## src/rtl/rr_arbiter4_pkg.sv

```systemverilog
// Shared types and constants for the four-requester round-robin arbiter.
// Imported by the interface, the arbiter and its bench.
package rr_arbiter4_pkg;

   localparam int NUM_REQ          = 4;
   localparam int ID_W             = 2;
   localparam int DEFAULT_MAX_HOLD = 16;
   localparam int DEFAULT_HOLD_W   = 8;

   typedef enum logic {
      IDLE = 1'b0,
      BUSY = 1'b1
   } arb_state_e;

endpackage

```

## src/rtl/rr_arbiter4_if.sv

```systemverilog
// Request/grant bundle between the requesters (master) and the arbiter (slave).
// Handshake protocol:
// - Requester i holds req[i] high for as long as it wants the resource.
// - A grant is live while grant_valid=1. It names its owner with grant_id, and
//   grant carries the same owner as a one-hot vector.
// - The owner ends the grant in either of two ways: pulse done for one cycle,
//   or drop its own req bit.
// - preempt pulses for one cycle when the arbiter ends a grant on its own
//   because the hold limit was reached.
interface rr_arbiter4_if;
   import rr_arbiter4_pkg::*;

   logic [NUM_REQ-1:0] req;
   logic               done;
   logic [NUM_REQ-1:0] grant;
   logic               grant_valid;
   logic [ID_W-1:0]    grant_id;
   logic               preempt;

   modport master (
      output req, done,
      input  grant, grant_valid, grant_id, preempt
   );

   modport slave (
      input  req, done,
      output grant, grant_valid, grant_id, preempt
   );

endinterface

```

## src/rtl/rr_arbiter4_dec2to4_en.sv

```systemverilog
// 2-to-4 decoder with enable.
// Produces the one-hot grant vector from grant_id and grant_valid.
module dec2to4_en (
   input  logic [1:0] sel_i,
   input  logic       en_i,
   output logic [3:0] dec_o
);

   always_comb begin
      dec_o = 4'b0000;
      if (en_i) dec_o[sel_i] = 1'b1;
   end

endmodule

```

## src/rtl/rr_arbiter4.sv

```systemverilog
// Four-requester round-robin arbiter with an optional hold-time limit.
// Every grant is followed by at least one idle cycle before the next grant.
module rr_arbiter4
   import rr_arbiter4_pkg::*;
#(
   parameter int MAX_HOLD = DEFAULT_MAX_HOLD,
   parameter int HOLD_W   = DEFAULT_HOLD_W
) (
   input  logic                clk,
   input  logic                rst,
   rr_arbiter4_if.slave        bus,
   output arb_state_e          dbg_state_o,
   output logic [ID_W-1:0]     dbg_ptr_o,
   output logic [HOLD_W-1:0]   dbg_hold_o
);

   localparam bit                TIMEOUT_EN = (MAX_HOLD != 0);
   localparam logic [HOLD_W-1:0] HOLD_LAST  = (MAX_HOLD == 0) ? '0 : HOLD_W'(MAX_HOLD - 1);
   localparam logic [HOLD_W-1:0] HOLD_SAT   = '1;

   arb_state_e        state_q, state_d;
   logic [ID_W-1:0]   ptr_q, ptr_d;
   logic [ID_W-1:0]   id_q, id_d;
   logic              valid_q, valid_d;
   logic              preempt_q, preempt_d;
   logic [HOLD_W-1:0] hold_q, hold_d;

   logic              any_req;
   logic              timeout;
   logic              withdraw;
   logic              release_now;
   logic [ID_W-1:0]   winner;

   // Rotate so the pointer sits at bit 0, take the lowest set bit, then rotate back.
   function automatic logic [ID_W-1:0] rr_pick(input logic [NUM_REQ-1:0] r,
                                               input logic [ID_W-1:0] p);
      logic [2*NUM_REQ-1:0] dbl;
      logic [NUM_REQ-1:0]   rot;
      logic [ID_W-1:0]      off;
      dbl = {r, r} >> p;
      rot = dbl[NUM_REQ-1:0];
      off = '0;
      for (int i = NUM_REQ - 1; i >= 0; i--) begin
         if (rot[i]) off = ID_W'(i);
      end
      return p + off;
   endfunction

   assign any_req     = |bus.req;
   assign winner      = rr_pick(bus.req, ptr_q);
   assign timeout     = TIMEOUT_EN && (hold_q == HOLD_LAST);
   assign withdraw    = !bus.req[id_q];
   assign release_now = bus.done || withdraw || timeout;

   always_ff @(posedge clk or posedge rst) begin
      if (rst) begin
         state_q   <= IDLE;
         ptr_q     <= '0;
         id_q      <= '0;
         valid_q   <= 1'b0;
         preempt_q <= 1'b0;
         hold_q    <= '0;
      end else begin
         state_q   <= state_d;
         ptr_q     <= ptr_d;
         id_q      <= id_d;
         valid_q   <= valid_d;
         preempt_q <= preempt_d;
         hold_q    <= hold_d;
      end
   end

   always_comb begin
      state_d = state_q;
      case (state_q)
         IDLE:    if (any_req) state_d = BUSY;
         BUSY:    if (release_now) state_d = IDLE;
         default: state_d = IDLE;
      endcase
   end

   always_comb begin
      ptr_d     = ptr_q;
      id_d      = id_q;
      valid_d   = valid_q;
      hold_d    = hold_q;
      preempt_d = 1'b0;
      case (state_q)
         IDLE: begin
            if (any_req) begin
               id_d    = winner;
               valid_d = 1'b1;
               hold_d  = '0;
            end
         end
         BUSY: begin
            hold_d = (hold_q == HOLD_SAT) ? hold_q : hold_q + 1'b1;
            if (release_now) begin
               valid_d   = 1'b0;
               ptr_d     = id_q + 1'b1;
               // Only a pure timeout counts as a preemption.
               preempt_d = timeout && !bus.done && !withdraw;
            end
         end
         default: ;
      endcase
   end

   assign bus.grant_valid = valid_q;
   assign bus.grant_id    = id_q;
   assign bus.preempt     = preempt_q;

   dec2to4_en u_dec (
      .sel_i (id_q),
      .en_i  (valid_q),
      .dec_o (bus.grant)
   );

   assign dbg_state_o = state_q;
   assign dbg_ptr_o   = ptr_q;
   assign dbg_hold_o  = hold_q;

endmodule

```

## src/flat_wrapper.sv

```systemverilog
// flat-port wrapper written by rule: the top's interface ports become plain ports
module rr_arbiter4_flat import rr_arbiter4_pkg::*;
#(
   parameter int MAX_HOLD = DEFAULT_MAX_HOLD,
   parameter int HOLD_W   = DEFAULT_HOLD_W
)
  (clk, rst, dbg_state_o, dbg_ptr_o, dbg_hold_o, bus_req, bus_done, bus_grant, bus_grant_valid, bus_grant_id, bus_preempt);
  rr_arbiter4_if bus_i ();
  input  logic clk;
  input  logic rst;
  output arb_state_e dbg_state_o;
  output logic [ID_W-1:0] dbg_ptr_o;
  output logic [HOLD_W-1:0] dbg_hold_o;
  input wire logic [$bits(bus_i.req)-1:0] bus_req;
  input wire logic [$bits(bus_i.done)-1:0] bus_done;
  output wire logic [$bits(bus_i.grant)-1:0] bus_grant;
  output wire logic [$bits(bus_i.grant_valid)-1:0] bus_grant_valid;
  output wire logic [$bits(bus_i.grant_id)-1:0] bus_grant_id;
  output wire logic [$bits(bus_i.preempt)-1:0] bus_preempt;
  assign bus_i.req = bus_req;
  assign bus_i.done = bus_done;
  assign bus_grant = bus_i.grant;
  assign bus_grant_valid = bus_i.grant_valid;
  assign bus_grant_id = bus_i.grant_id;
  assign bus_preempt = bus_i.preempt;
  rr_arbiter4 #(.MAX_HOLD(MAX_HOLD), .HOLD_W(HOLD_W)) u_core (.clk(clk), .rst(rst), .bus(bus_i), .dbg_state_o(dbg_state_o), .dbg_ptr_o(dbg_ptr_o), .dbg_hold_o(dbg_hold_o));
endmodule
```

## config.mk

```make
export PLATFORM = sky130hd
export DESIGN_NAME = rr_arbiter4_flat
export DESIGN_NICKNAME = d
export VERILOG_FILES = /design/src/rtl/rr_arbiter4_pkg.sv /design/src/rtl/rr_arbiter4_if.sv /design/src/rtl/rr_arbiter4_dec2to4_en.sv /design/src/rtl/rr_arbiter4.sv /design/src/flat_wrapper.sv
export SDC_FILE = /design/constraint.sdc
export NUM_CORES = 1
export LEC_CHECK = 0
export ABC_AREA = 0
export BUFFER_PORTS_ARGS = -buffer_cell sky130_fd_sc_hd__buf_4
export CORE_MARGIN = 2
export CORE_UTILIZATION = 30
export DETAILED_ROUTE_END_ITERATION = 10
export PLACE_DENSITY = 0.55
export SYNTH_ARGS = -nofsm -noshare
export SYNTH_HDL_FRONTEND = slang
export SYNTH_HIERARCHICAL = 1
export SYNTH_SLANG_ARGS = --single-unit
```

## constraint.sdc

```tcl
create_clock -name clk -period 2 [get_ports clk]
set_input_delay 0.5 -clock clk [delete_from_list [all_inputs] [get_ports clk]]
set_output_delay 0.5 -clock clk [all_outputs]
set_load 0.01 [all_outputs]
```

==> flow_summary.yaml, run 1 <==
place:
  dp_slack_ps: 65.6
  io_buffers: 25
  place_congestion: 0.785
  hpwlAfterDp_mm: 1.62
  placed_area_um2: 1200
drt:
  dr_total_vias: 873
  drc: 0
  routedWlPerCell_um: 12.3
  drtIter0Drc: 30
  viasPerCell: 4.93
  wirelength_mm: 2.18
  firstDrtPassIters: 4
  antenna_left: 0
die:
  ios: 26
  die_w_um: 60.4
  core_um2: 3030
  die_height_um: 60.4
  initial_core_util_pct: 31.5
  fp.dieArea_um2: 3650
  row_count: 20
finish:
  multiInputGateArea_um2: 537
  mostFrequentLayoutCell: "buf_4"
  seqCellArea_um2: 375
  final_cell_mix: "29 x buf_4, 16 x nor2_1, 15 x dfrtp_1"
  num_antenna_cells: 0
  area_growth_pct: 29.0
  nNetsFinal: 143
  num-fill-cells: 317
  final_util_pct: 40.6
  final_area_um2: 1230
  drive_gt1_share_pct: 29.3
clock_network:
  cts_tree: "yes"
  hold_buffers: 0
  insertion_delay_ps: 280
  h-tree-depth: 1
  postCtsSetupBuffers: 0
  clk_pin_slew_ps: 90
  clock_sinks: 15
  cts_root_buf: "clkbuf_4"
  cts_resized: 0
  cts_made_buffers: 3
  clock_path_buffers: 2
power:
  clkPwrFrac_pct: 11.5
  ir_drop_uv: 722
  total_power_mw: 1.52
  seqPwrFrac_pct: 37.3
  p_int_uw: 899
  switching_share_pct: 41.0
  p_leak_nw: 0.553
  power_density_nw_per_um2: 1240
  combinationalPowerShare_pct: 51.2
  switchingPower_uw: 625
global_routing:
  grt_max_degree: 16
  grtUsageTotal_pct: 12.9
  grt_pass1_vias: 776
  grt_pass1_wl_mm: 3.51
  grt_overflow_total: 0
  antenna_found_initial: 0
timing:
  relSlewSlack_pct: 61.4
  setup_viol: 0
  setup_tns_ps: 0
  fmax_mhz: 544
  finalHoldViolCount: 0
  maxSlewViolCount: 0
  rsz0062_at_grt: "false"
  worst_pin_slew_ps: 578
  fin_crit_sh_pct: 91.9
  fin_crit_ps: 1840
  fin_worst_skew_ps: 3.16
  setup_slack_ps: 162
yosys:
  synth_area_um2: 953
  yosysWarnings: 6
  avgSynthCellArea_um2: 9.17
  ys_ff_latch: 15
  postSynthCellCount: 104
  synth.net_count: 113
  synth.distinct_cells: 35
  ys_seq_area_share_pct: 39.4
min_path:
  hold_path_class: "in2async"
outcome:
  outcome: "complete, no violations"
worst_setup_path:
  cpPeakStageDelay_ps: 480
  reg2reg_to: "u_core/bus.grant_id[1]"
  r2r_cells: 8
  crit_path_top_delay_cell: "dfrtp_1"
  path_delay_family: "flip-flops"
  path_buf_inv: 1
  rr_startpoint: "u_core/dbg_ptr_o[0]"
  critPathCaptureType: "flip-flop"
  critPathLaunchType: "flip-flop"
  criticalPathCategory: "reg2reg"
  critical_path.most_common_cell: "xnor2_1"
  crit_fanout: 8
  r2r_setup_slack_ps: 160
  worstPathRequired_ps: 2150
  arrival_ps: 1990
  path_cells: "buf_4 > nor3_1 > a31oi_1 > o2111ai_1 > ha_1 > xnor2_1 > xnor2_1 > a21oi_1"
flow_run:
  max_cap_viol_count: 0
==> power groups by stage <==
stage	Sequential, mW	Combinational, mW	Clock [mW]
after detailed placement	0.577	0.785	0
after CTS	0.571	0.790	0.185
after floorplan	0.578	0.442	0
after global routing	0.596	0.878	0.196
final	0.569	0.781	0.175
after global placement	0.574	0.780	0
==> state kept, by name (all words and copies together), names as in the netlist <==
signal and cells:
u_core/bus.grant_id 2, u_core/dbg_ptr_o 2, u_core/bus.preempt 1, u_core/dbg_state_o 1, u_core/dbg_hold_o 8, u_core/bus.grant_valid 1
==> Yosys cell counts <==
library cell / instances / area, um^2
o21ai_1: 2 / 10.0
buf_6: 1 / 11.3
nor2_1: 16 / 60.1
a21oi_1: 5 / 25.0
and3_2: 1 / 7.51
o211ai_1: 1 / 7.51
o22ai_1: 1 / 6.26
nand4_1: 3 / 18.8
nand2_1: 4 / 15.0
dfrtp_1: 15 / 375
xnor2_1: 5 / 43.8
a32oi_1: 1 / 8.76
a21oi_2: 1 / 8.76
nand2b_1: 3 / 18.8
xor2_1: 1 / 8.76
o2111ai_1: 1 / 8.76
ha_1: 2 / 25.0
o21ai_0: 5 / 25.0
a211oi_1: 2 / 15.0
nor3_1: 6 / 30.0
or4_1: 2 / 15.0
or4_4: 1 / 11.3
mux4_1: 1 / 26.3
and3b_1: 2 / 17.5
o32ai_1: 2 / 17.5
and3_1: 1 / 6.26
or3_1: 1 / 6.26
o22ai_4: 1 / 20.0
a22o_1: 2 / 17.5
nor3b_2: 1 / 12.5
inv_1: 5 / 18.8
nand3_1: 3 / 15.0
mux2_2: 2 / 22.5
clkbuf_1: 3 / 11.3
a31oi_1: 1 / 6.26
==> layer usage <==
metal / up-vias / track usage (%) / routed length (um)
li1: 441 / - / -
met1: 410 / 17.4 / 1030
met2: 20 / 20.5 / 1030
met3: 2 / 3.20 / 102
met4: 0 / 3.81 / 14
met5: - / 0 / 0
==> per-stage QoR <==
stage / hold slack, ps / instances
5_1_grt: 313 / 177
4_1_cts: 303 / 177
3_5_place_dp: 550 / 173
6_report: 272 / 177
3_3_place_gp: 543 / 173
2_1_floorplan: 401 / 104
==> worst max-delay path by stage <==
stage / start / end / slack, ps / depth (start not counted)
floorplan: u_core/dbg_ptr_o[0] / u_core/bus.grant_id[1] / 140 / 7
global placement: bus_req[2] / u_core/bus.grant_id[1] / 110 / 7
detailed placement: bus_req[2] / u_core/bus.grant_id[1] / 70 / 7
CTS: u_core/dbg_ptr_o[0] / u_core/bus.grant_id[1] / 210 / 8
global route: u_core/dbg_ptr_o[0] / u_core/bus.grant_id[1] / 10 / 8
finish: u_core/dbg_ptr_o[0] / u_core/bus.grant_id[1] / 160 / 8
==> worst register-to-register path, cell delays in order, from the launching register on <==
cell and delay [ps]:
dfrtp_1 480, buf_4 200, nor3_1 210, a31oi_1 70, o2111ai_1 210, ha_1 190, xnor2_1 130, xnor2_1 140
a21oi_1 80
==> final cells by class <==
class | count | share of cell area, %
multi-input combinational | 80 | 43.6
sequential | 15 | 30.5
timing repair buffer | 29 | 17.7
tap | 44 | 4.48
clock buffer | 4 | 2.14
inverter | 5 | 1.53
==> kinds of logic (layout without fill, tap and decap cells) <==
kind of cell,count (synthesis),count (layout),share of synthesized area (%)
and+or+nand+nor,44,44,24.5
AOI/OAI and AO/OA,25,25,18.5
DFF,15,15,39.4
buffers and inverters,9,38,4.33
xor gates and xnor gates,6,6,5.51
muxes,3,3,5.12
adders and majority gates,2,2,2.62
Note: power is estimated with default switching activity, not from simulation.
==> inputs of run 2 (changes only) <==
==> constraint.sdc (replaced) <==
create_clock -name clk -period 2.35 [get_ports clk]
set_input_delay 0.5875 -clock clk [delete_from_list [all_inputs] [get_ports clk]]
set_output_delay 0.5875 -clock clk [all_outputs]
set_load 0.01 [all_outputs]
==> run 2 against run 1 <==
Hold slack better by 82 ps. Combinational power down 18%. Via count up 0.69%. Core utilization down 0.45 points. Global-route usage down 0.33 points. Maximum frequency down 0.75%. Non-clock buffer count down 2. Critical path depth down 2. Critical endpoint unchanged. Largest cell class unchanged. Highest routed layer unchanged.
==> flow_summary.yaml, run 2 (synthesis gave the netlist of run 1 again) <==
outcome:
  outcome: "complete, no violations"
power:
  switchingPower_uw: 534
  clkPwrFrac_pct: 11.5
  combinationalPowerShare_pct: 49.8
  p_leak_nw: 0.547
  ir_drop_uv: 525
  seqPwrFrac_pct: 38.8
  p_int_uw: 750
  switching_share_pct: 41.6
  power_density_nw_per_um2: 1060
  total_power_mw: 1.28
clock_network:
  insertion_delay_ps: 280
  cts_root_buf: "clkbuf_4"
  cts_tree: "yes"
  clock_sinks: 15
  h-tree-depth: 1
  hold_buffers: 0
  cts_resized: 0
  clk_pin_slew_ps: 100
  cts_made_buffers: 3
  clock_path_buffers: 2
  postCtsSetupBuffers: 0
place:
  hpwlAfterDp_mm: 1.57
  io_buffers: 25
  placed_area_um2: 1190
  place_congestion: 0.775
worst_setup_path:
  criticalPathCategory: "reg2reg"
  critical_path.most_common_cell: "xnor2_1"
  arrival_ps: 2020
  path_cells: "or4_1 > o2111ai_1 > ha_1 > xnor2_1 > xnor2_1 > a21oi_1"
  critPathCaptureType: "flip-flop"
  critPathLaunchType: "flip-flop"
  crit_fanout: 13
  worstPathRequired_ps: 2520
  crit_path_top_delay_cell: "or4_1"
  cpPeakStageDelay_ps: 570
die:
  die_w_um: 60.4
  row_count: 20
  ios: 26
  die_height_um: 60.4
  core_um2: 3030
  initial_core_util_pct: 31.5
  fp.dieArea_um2: 3650
drt:
  routedWlPerCell_um: 12.2
  drtIter0Drc: 44
  dr_total_vias: 879
  antenna_left: 0
  viasPerCell: 5.02
  drc: 0
  wirelength_mm: 2.14
  firstDrtPassIters: 4
finish:
  final_area_um2: 1220
  drive_gt1_share_pct: 29.0
  area_growth_pct: 27.6
  nNetsFinal: 141
  mostFrequentLayoutCell: "buf_4"
  largest_reg_flops: 8
  final_cell_mix: "27 x buf_4, 16 x nor2_1, 15 x dfrtp_1"
  num_antenna_cells: 0
timing:
  setup_tns_ps: 0
  fin_crit_sh_pct: 78.8
  fmax_mhz: 540
  finalHoldViolCount: 0
  maxSlewViolCount: 0
  setup_viol: 0
  fin_crit_ps: 1850
  relSlewSlack_pct: 61.4
  rsz0062_at_grt: "false"
  fin_worst_skew_ps: 8.63
  worst_pin_slew_ps: 579
global_routing:
  grt_pass1_wl_mm: 3.38
  grt_pass1_vias: 735
  grt_max_degree: 16
  grtUsageTotal_pct: 12.5
  antenna_found_initial: 0
  grt_overflow_total: 0
min_path:
  hold_path_class: "in2async"
flow_run:
  max_cap_viol_count: 0
==> run 2: cell types whose count changed in the layout (fill, tap and decap cells not counted) <==
cell / before / now
clkinv_2: 0 / 1
clkbuf_1: 1 / 0
buf_4: 29 / 27
==> run 2: area by class of cell <==
class                   instances  area [um^2]
fillers                       319         1810
multi-input cells              80          537
flip-flops and latches         15          375
clock inverters                 1         5.00
repair buffers                 27          203
inverters                       5         18.8
well taps                      44         55.1
clock buffers                   3         22.5
==> run 2: worst max-delay path: cells and delay by family (launching register included) <==
kind	cells	cell delay (ps)
AND/OR/NAND/NOR	1	570
flip-flops	1	530
XOR/XNOR	2	260
adder cells (fa/ha/maj)	1	190
AO/OA/AOI/OAI	2	180
==> run 2: worst paths after layout <==
check	startpoint	to	slack (ps)	depth (start not counted)
min reg2reg	u_core/dbg_hold_o[6]	u_core/dbg_hold_o[6]	560	1
max	u_core/dbg_ptr_o[0]	u_core/bus.grant_id[1]	500	6
max reg2reg	u_core/dbg_ptr_o[0]	u_core/bus.grant_id[1]	500	6
min in group clk	u_core/dbg_hold_o[6]	u_core/dbg_hold_o[6]	560	1
min	rst	u_core/bus.preempt	350	2
max in group asynchronous	rst	u_core/dbg_hold_o[1]	1610	2
==> run 2: stage by stage <==
step	util (%)	worst slack (ps)	instances	hold slack, ps
after floorplan	-	421	104	489
after global placement	39.3	389	171	548
after detailed placement	39.3	347	171	555
after CTS	40.2	487	175	376
after global routing	40.2	374	175	384
final	40.2	499	175	355
==> run 2: per-layer routing <==
metal	vias to the layer above	wire (um)	GRT usage, %
met5	-	0	0
met4	0	13	5.71
met3	2	112	2.77
met2	25	1020	19.6
met1	412	991	16.6
li1	440	-	-
==> run 2: power groups by stage <==
stage / Combinational (mW) / Sequential [mW] / Clock, mW
2_1_floorplan: 0.377 / 0.492 / 0
3_3_place_gp: 0.636 / 0.501 / 0
3_5_place_dp: 0.644 / 0.506 / 0
4_1_cts: 0.646 / 0.500 / 0.156
5_1_grt: 0.714 / 0.520 / 0.168
6_report: 0.639 / 0.498 / 0.147
